--- src/rtl/uart_tx_fifo.sv ---
// Byte FIFO that feeds a UART serializer through a one-cycle start pulse and a busy handshake.
// Define UART_TXQ_STATS_EN to add the saturating dropped-write counter output drop_cnt.
module uart_tx_fifo #(
    parameter int unsigned DEPTH  = 16,
    parameter int unsigned ADDR_W = 4
) (
    input  logic              clk,
    input  logic              rst_n,
    input  logic              wr_en,
    input  logic [7:0]        wr_data,
    output logic              full,
    output logic              empty,
    output logic [ADDR_W:0]   level,
    output logic              overflow,
    output logic              tx_start,
    output logic [7:0]        tx_data,
    input  logic              tx_busy
`ifdef UART_TXQ_STATS_EN
    ,
    output logic [15:0]       drop_cnt
`endif
);

    typedef enum logic [1:0] {StIdle, StWaitBusy, StWaitDone} state_e;

    localparam int unsigned   CntW    = ADDR_W + 1;
    localparam logic [ADDR_W:0] CntFull = CntW'(DEPTH);
    localparam logic [ADDR_W:0] CntOne  = CntW'(1);

    state_e            state_q;
    logic [7:0]        mem [DEPTH];
    logic [ADDR_W-1:0] wr_ptr_q;
    logic [ADDR_W-1:0] rd_ptr_q;
    logic [ADDR_W:0]   count_q;
    logic [ADDR_W:0]   count_d;
    logic              wr_accept;
    logic              pop;

    // Both decisions use the registered flags, so a write seen while full is
    // dropped even when a pop frees a slot on the same edge.
    assign wr_accept = wr_en && !full;
    assign pop       = (state_q == StIdle) && !empty && !tx_busy;
    assign level     = count_q;

    always_comb begin
        count_d = count_q;
        if (wr_accept && !pop) begin
            count_d = count_q + CntOne;
        end else if (!wr_accept && pop) begin
            count_d = count_q - CntOne;
        end
    end

    always_ff @(posedge clk) begin
        if (wr_accept) begin
            mem[wr_ptr_q] <= wr_data;
        end
    end

    always_ff @(posedge clk or negedge rst_n) begin
        if (!rst_n) begin
            state_q  <= StIdle;
            wr_ptr_q <= '0;
            rd_ptr_q <= '0;
            count_q  <= '0;
            full     <= 1'b0;
            empty    <= 1'b1;
            overflow <= 1'b0;
            tx_start <= 1'b0;
            tx_data  <= 8'h00;
        end else begin
            tx_start <= 1'b0;
            overflow <= wr_en && full;
            count_q  <= count_d;
            full     <= (count_d == CntFull);
            empty    <= (count_d == '0);
            if (wr_accept) begin
                wr_ptr_q <= wr_ptr_q + ADDR_W'(1);
            end
            unique case (state_q)
                StIdle: begin
                    if (pop) begin
                        tx_data  <= mem[rd_ptr_q];
                        tx_start <= 1'b1;
                        rd_ptr_q <= rd_ptr_q + ADDR_W'(1);
                        state_q  <= StWaitBusy;
                    end
                end
                StWaitBusy: begin
                    if (tx_busy) begin
                        state_q <= StWaitDone;
                    end
                end
                StWaitDone: begin
                    if (!tx_busy) begin
                        state_q <= StIdle;
                    end
                end
                default: state_q <= StIdle;
            endcase
        end
    end

`ifdef UART_TXQ_STATS_EN
    always_ff @(posedge clk or negedge rst_n) begin
        if (!rst_n) begin
            drop_cnt <= 16'h0000;
        end else if (wr_en && full && (drop_cnt != 16'hFFFF)) begin
            drop_cnt <= drop_cnt + 16'd1;
        end
    end
`endif

endmodule

--- config.mk ---
export PLATFORM = sky130hd
export DESIGN_NAME = uart_tx_fifo
export DESIGN_NICKNAME = d
export VERILOG_FILES = /design/src/rtl/uart_tx_fifo.sv
export SDC_FILE = /design/constraint.sdc
export NUM_CORES = 1
export LEC_CHECK = 0
export BUFFER_PORTS_ARGS = -buffer_cell sky130_fd_sc_hd__buf_4
export CORE_ASPECT_RATIO = 1.5
export CORE_MARGIN = 3
export CORE_UTILIZATION = 45
export CTS_CLUSTER_DIAMETER = 30
export DETAILED_ROUTE_END_ITERATION = 16
export SLEW_MARGIN = 5
export SYNTH_ARGS = -nofsm -noshare
export SYNTH_HDL_FRONTEND = slang
export SYNTH_SLANG_ARGS = --single-unit
--- constraint.sdc ---
create_clock -name clk -period 2.7 [get_ports clk]
set_clock_uncertainty 0.15 [all_clocks]
set_input_delay 0.54 -clock clk [delete_from_list [all_inputs] [get_ports clk]]
set_output_delay 0.54 -clock clk [all_outputs]
set_load 0.01 [all_outputs]
---- Yosys cells after proc, flatten, opt, wreduce, memory -nomap -nowiden ----
Memories as Yosys holds them, arrays and structs flattened. A register that Yosys moved wholly into a read port is not among the register bits.
Index checks and enable logic that the tools add are counted.
cells by class
  reductions and logical operators ........ 16
  add/sub/neg operators ................... 4
  eq/ne operators ......................... 6
  mux-type cells .......................... 10
operators by type and width
  kind                 number
  $mux 5               2
  $add 4x1->4 const B  2
  $logic_and 1x1->1    6
  $logic_not 1->1      6
  $mux 2               3
  $ne 2x2->1 const B   3
  $pmux 2 s3           1
  $add 5x1->5 const B  1
  $eq 5x5->1 const B   1
  $logic_not 5->1      1
  $sub 5x1->5 const B  1
  $mux 1               4
  $reduce_and 3->1     1
  $eq 2x1->1 const B   1
  $eq 2x2->1 const B   1
  $logic_not 2->1      1
  $reduce_and 2->1     1
storage, ports and cells
  register bits ........................... 19
  memories ................................ 1
  output and inout port bits .............. 17
  input bits .............................. 12
  memory bits (writable) .................. 128
  word-level logic and storage cells ...... 45
memories
  memory  words  width  read ports  clocked after Yosys merged registers in  write ports  RTL line  text
  mem     16     8      1           1                                        1            31        logic [7:0] mem [DEPTH];

---- Logic depth before layout (Yosys ltp) ----
Gate-level depths: netlist (run 1).
  depth in word-level cells ............... 7
  gate-level depth with buffers ........... 8
  gate-level depth less buffers ........... 7

---- Worst setup path before layout (run 1) ----
Ideal clock, no wire load.
  path kind ............................... in2reg
  from .................................... input tx_busy
  to ...................................... register empty
  data required time ...................... 2.460 ns
  library setup time ...................... 0.090 ns
  cell stages on the path ................. 7
  slack ................................... 0.514 ns
  data arrival time ....................... 1.946 ns
  buffers on the path ..................... 1
  cell sequence ........................... or4_4 buf_6 and3_4 a32oi_2 xor2_1 inv_1 nor4_2
between the ends
  cells in the longest elaborated chain, start to end .. 6
  elaborated cells on any way between the ends .. 8
  those cells by class .................... 2 x mux; 6 x reduce/logical
ends and longest elaborated chain
  what                                                  RTL line  text
  start, declared                                       17        input logic tx_busy
  $logic_not 1->1 *                                     -
  $logic_and 1x1->1 *                                   42        assign pop = (state_q == StIdle) && !empty && !tx_busy;
  $logic_and 1x1->1 or $logic_not 1->1 (tied branches)  49, 47
  $mux 5 or $logic_and 1x1->1 (tied branches)           49, 47
  $mux 5 *                                              47        if (wr_accept && !pop) begin
  net count_d[4]                                        35        logic [ADDR_W:0] count_d;
  $logic_not 5->1 *                                     76        empty <= (count_d == '0);
  end signal, assigned                                  76
  end, declared                                         12        output logic empty,
Mark *: on every way through the listed nets, which the timed path passes. The rest lies on a longest branch.
A chain may end at the register's enable or synchronous reset.

==> impl_metrics.ini, run 1 <==
[power]
power_w = 0.00772
leakagePower_nw = 2.53
powerDensity_nw_per_um2 = 1080
ir_drop_mv = 0.494

[timing]
finalHoldViolations = 0
fin_ws_ns = 0.455
max_freq_mhz = 445
setup_viol = 0
finalCritPeriodShare = 0.831
finalMaxSlewViolations = 0
maxSlewHeadroom = 0.613
worstMarginPinSlew_ns = 0.579
grt_setup_unrepaired = false
fin_crit_ns = 2.25
fin_tns_setup_ns = 0

[route]
drtPass1Iterations = 4
via_per_inst = 5.63
drt_iter0_drc = 159
postRouteAntennaNets = 0
drcViolationCount = 0
vias = 3022
routed_wl_um = 11900
wl_per_cell_um = 22.1

[clocking]
cts_htree_levels = 4
postCtsSetupBuffers = 0
cts_tree = done
cts_sinks = 155
clk_latency_ns = 0.41
clk_pin_slew_ns = 0.06
cts_buffers = 17
clockBufferDepth = 2
cts_root_buf = clkbuf_16
holdBufCountCts = 1
cts_resized = 0

[final_layout]
n_antenna_cell = 0
final_common_cell = edfxtp_1
multi_input_area_sq_um = 1530
layout_common_cells = edfxtp_1, mux4_2, buf_4
drive_gt1_frac = 0.280
seq_area_sq_um = 4520
finalNonFillerCells = 537
layout.nets = 384
synthToLayoutAreaGrowth_pct = 16.6
nFillCells = 1043

[worst_setup_path]
cp_max_fo = 15
critPathLaunchType = flip-flop
r2r_start = rd_ptr_q[0]
startpoint = rd_ptr_q[0]
crit_arrival_ns = 2.37
cp.buffers_inverters = 1
end_kind = flip-flop
cp_top_family = flip-flops
worstPathRequired_ns = 2.82
crit_path_max_incr_delay_ns = 0.72
path_cells = buf_12 > mux4_2 > mux2i_1 > nor2_1 > a21oi_1 > o21ai_0
path_class = reg -> reg
slowest_stage = dfrtp_2

[die]
core_area_sq_um = 13100
die_height_um = 149
start_util = 0.467
fp-row-count = 51
dieArea_sq_um = 15100
dieWidth_um = 101
ios = 29

[run]
max_cap_viol_count = 0

[placement]
preCtsSetupSlack_ns = 0.348
numPortBuffers = 28
gp_congestion = 0.795
placed_cells = 504
place_hpwl_um = 7780

[grt]
grt_pass1_wl_um = 18800
grt_pass1_vias = 3292
grt_max_degree = 36
track_usage = 0.173
antenna_found_initial = 0
gr-total-overflow = 0

[min_path]
min-delay-start = tx_busy
hold_path_class = in -> reg

[synthesis]
synth.cell_area_sq_um = 6140
syn-instance-count = 323
synth_top_flop_cell = edfxtp_1
ys_ff_latch = 155
syn_nets = 342
yosysWarnings = 0
synth.avg_cell_area_sq_um = 19.0
ys_seq_area_frac = 0.736
yosysUniqueCellTypes = 34
synth_edf_count = 128
synth-async-reset-ratio = 0.174

[status]
status = completed
-- area by class of cell --
class | instances | share of cell area
clock buffer | 17 | 0.0594
clock inverter | 15 | 0.0225
sequential | 155 | 0.631
inverter | 7 | 0.00367
timing repair buffer | 36 | 0.0416
tap | 159 | 0.0278
multi-input combinational | 148 | 0.214
-- state kept, by name, summed over array words and instances (netlist names) --
name	cells
full	1
mem	128
state_q	2
rd_ptr_q	4
empty	1
level	5
tx_data	8
tx_start	1
overflow	1
wr_ptr_q	4
-- report_power, final --
group / switching [W] / internal, W / total (W)
clock: 0.000968 / 0.00138 / 0.00235
combinational: 0.00107 / 0.00104 / 0.00211
sequential: 0.000278 / 0.00298 / 0.00326
-- logic make-up after synthesis --
group	Yosys count	synth area share
adder cells (fa/ha/maj)	7	0.0143
buffers and inverters	20	0.0145
AND/OR/NAND/NOR	59	0.0528
XOR/XNOR	11	0.0157
AO/OA/AOI/OAI	24	0.0230
multiplexers	47	0.144
flip-flops	155	0.736
-- synthesized netlist by cell type, types with 2 or more instances --
| master | instances | area, sq um |
|---|---|---|
| buf_2 | 5 | 25.0 |
| nor2_1 | 11 | 41.3 |
| nor3_1 | 2 | 10.0 |
| and3_1 | 2 | 12.5 |
| ha_1 | 7 | 87.6 |
| nand2b_1 | 2 | 12.5 |
| nor4_1 | 2 | 12.5 |
| edfxtp_1 | 128 | 3840 |
| inv_1 | 7 | 26.3 |
| mux2i_1 | 14 | 140 |
| clkbuf_1 | 4 | 15.0 |
| nor3b_1 | 2 | 15.0 |
| buf_1 | 3 | 11.3 |
| xnor2_1 | 9 | 78.8 |
| and2_1 | 18 | 113 |
| nand2_1 | 13 | 48.8 |
| dfrtp_1 | 26 | 651 |
| a21oi_1 | 8 | 40.0 |
| nand4_1 | 2 | 12.5 |
| mux4_2 | 33 | 743 |
| xor2_1 | 2 | 17.5 |
| o21ai_0 | 11 | 55.1 |
-- stage by stage --
step           instance area, sq um  hold slack [ns]  utilization
5_1_grt                        7160            0.130        0.545
3_3_place_gp                   6570            0.319        0.500
4_1_cts                        7160            0.123        0.545
2_1_floorplan                  6140           0.0944            -
6_report                       7160            0.149        0.545
3_5_place_dp                   6570            0.318        0.500
-- final timing paths --
kind / depth (start not counted) / slack [ns] / to
setup reg to reg: 6 / 0.45 / tx_data[1]
hold / removal: 2 / 0.15 / state_q[0]
setup / recovery: 6 / 0.45 / tx_data[1]
hold reg to reg: 2 / 0.32 / tx_data[0]
min in group asynchronous: 2 / 0.44 / tx_data[4]
max in group asynchronous: 2 / 1.64 / empty
-- layer usage --
| layer | vias up | share of wire | track usage |
|---|---|---|---|
| met1 | 1583 | 0.41 | 0.210 |
| met2 | 65 | 0.53 | 0.292 |
| met4 | 0 | 0.022 | 0.0679 |
| li1 | 1350 | - | - |
| met5 | - | 0 | 0 |
| met3 | 24 | 0.032 | 0.0468 |
Power figures use the tool's default switching activity.
==> run 2, diff against run 1 <==
clock period = 2.25 ns   (was 2.7 ns; I/O delays follow)
==> run 2 against run 1 <==
Worst hold slack lost 0.093 ns. Register-to-register slack lost 0.31 ns. Clock power grew 15%. Global-route usage grew 0.43 points. Cell area grew 4.4%. Critical path depth is the same. Worst setup slack lost 0.31 ns. Die area is the same. Sequential share of layout area shrank 2.6 points. First-iteration DRC count grew 6.3%.
==> impl_metrics.ini, run 2 (same netlist as run 1, synthesis figures left out) <==
[placement]
gp_congestion = 0.805
numPortBuffers = 28
preCtsSetupSlack_ns = -0.0297
place_hpwl_um = 8100

[grt]
grt_pass1_vias = 3335
grt_max_degree = 28
grt_pass1_wl_um = 19100
gr-total-overflow = 0
antenna_found_initial = 0
track_usage = 0.177

[worst_setup_path]
crit_arrival_ns = 2.28
reg2regPathDepth = 6
slowest_stage = or4_4
end_kind = flip-flop
cp.buffers_inverters = 1
crit_path_max_incr_delay_ns = 0.57
path_class = reg -> reg
cp_max_fo = 6
cp_top_family = simple AND/OR/NAND/NOR gates
path_cells = or4_4 > inv_2 > nor2_1 > nor4_1 > a21oi_1 > nor4_2
worstPathRequired_ns = 2.42
cp_num_cells = 6
critPathLaunchType = flip-flop

[route]
vias = 3078
postRouteAntennaNets = 0
via_per_inst = 5.50
wl_per_cell_um = 21.6
drt_iter0_drc = 169
drcViolationCount = 0
routed_wl_um = 12100
drtPass1Iterations = 4

[final_layout]
layout.nets = 407
drive_gt1_frac = 0.324
top_register = mem
layout_common_cells = edfxtp_1, buf_4, mux4_2
largest_register_ffs = 128
final_common_cell = edfxtp_1
n_antenna_cell = 0
nFillCells = 1032
synthToLayoutAreaGrowth_pct = 21.8

[timing]
setup_viol = 0
finalCritPeriodShare = 0.938
max_freq_mhz = 474
finalHoldViolations = 0
grt_setup_unrepaired = false
worstMarginPinSlew_ns = 0.404
finalMaxSlewViolations = 0
fin_crit_ns = 2.11
fin_ws_ns = 0.140
maxSlewHeadroom = 0.731

[status]
status = completed

[clocking]
clk_latency_ns = 0.42
cts_root_buf = clkbuf_16
clockBufferDepth = 2
cts_tree = done
cts_htree_levels = 4
cts_sinks = 155
clk_pin_slew_ns = 0.06
cts_buffers = 17

[power]
leakagePower_nw = 2.69
ir_drop_mv = 0.496
power_w = 0.00939
powerDensity_nw_per_um2 = 1250

[die]
dieWidth_um = 101
dieArea_sq_um = 15100
start_util = 0.467
die_height_um = 149
core_area_sq_um = 13100
ios = 29
fp-row-count = 51

[min_path]
hold_path_class = in -> reg
min_delay_path_depth = 2

[run]
max_cap_viol_count = 0
-- run 2: where the power goes --
| part | internal (W) | switching (W) | total (W) |
|---|---|---|---|
| Combinational | 0.00145 | 0.00133 | 0.00277 |
| Clock | 0.00155 | 0.00116 | 0.00271 |
| Sequential | 0.00358 | 0.000320 | 0.00390 |
-- run 2: per-stage QoR --
stage | util | area (sq um) | hold slack (ns) | setup TNS (ns) | cells
after global routing | 0.569 | 7480 | 0.0391 | 0 | 560
final | 0.569 | 7480 | 0.0563 | 0 | 560
after floorplan | - | 6140 | 0.00441 | 0 | 323
after detailed placement | 0.525 | 6900 | 0.246 | -0.0297 | 527
after CTS | 0.569 | 7480 | 0.0377 | 0 | 560
after global placement | 0.525 | 6900 | 0.241 | 0 | 527
-- run 2: timing repair --
| item | 4_1_cts | 5_1_grt |
|---|---|---|
| hold buffers | 1 | 0 |
| endpoints found under the setup margin | 0 | 3 |
| buffers inserted | 0 | 0 |
| resized for setup | 0 | 3 |
| hold endpoints to repair | 26 | 0 |
-- run 2: worst paths after layout --
| kind | slack (ns) | end | from |
|---|---|---|---|
| hold / removal | 0.06 | state_q[0] | tx_busy |
| max in group asynchronous | 1.29 | empty | rst_n |
| setup reg to reg | 0.14 | empty | state_q[0] |
| hold reg to reg | 0.33 | tx_data[0] | tx_data[0] |
| min in group asynchronous | 0.34 | wr_ptr_q[0] | rst_n |
| setup / recovery | 0.14 | empty | state_q[0] |
-- run 2: worst register-to-register path, delay by kind of cell, from the launching register on --
kind / cells / cell delay, ns
AO/OA/AOI/OAI: 1 / 0.12
buffers and inverters: 1 / 0.14
flip-flops: 1 / 0.41
AND/OR/NAND/NOR: 4 / 1.21
-- run 2: area by class of cell --
cell class	count	area, sq um	area share
Multi-Input combinational cell	148	1540	0.205
Inverter	7	26.3	0.00351
Tap cell	159	199	0.0266
Clock buffer	18	429	0.0574
Sequential cell	155	4520	0.605
Clock inverter	14	135	0.0181
Timing Repair Buffer	59	633	0.0846
-- run 2: per-layer routing --
metal  track usage  wire (um)
met5             0          0
met4        0.0552        148
met3        0.0421        315
met2         0.304       6530
met1         0.221       5100
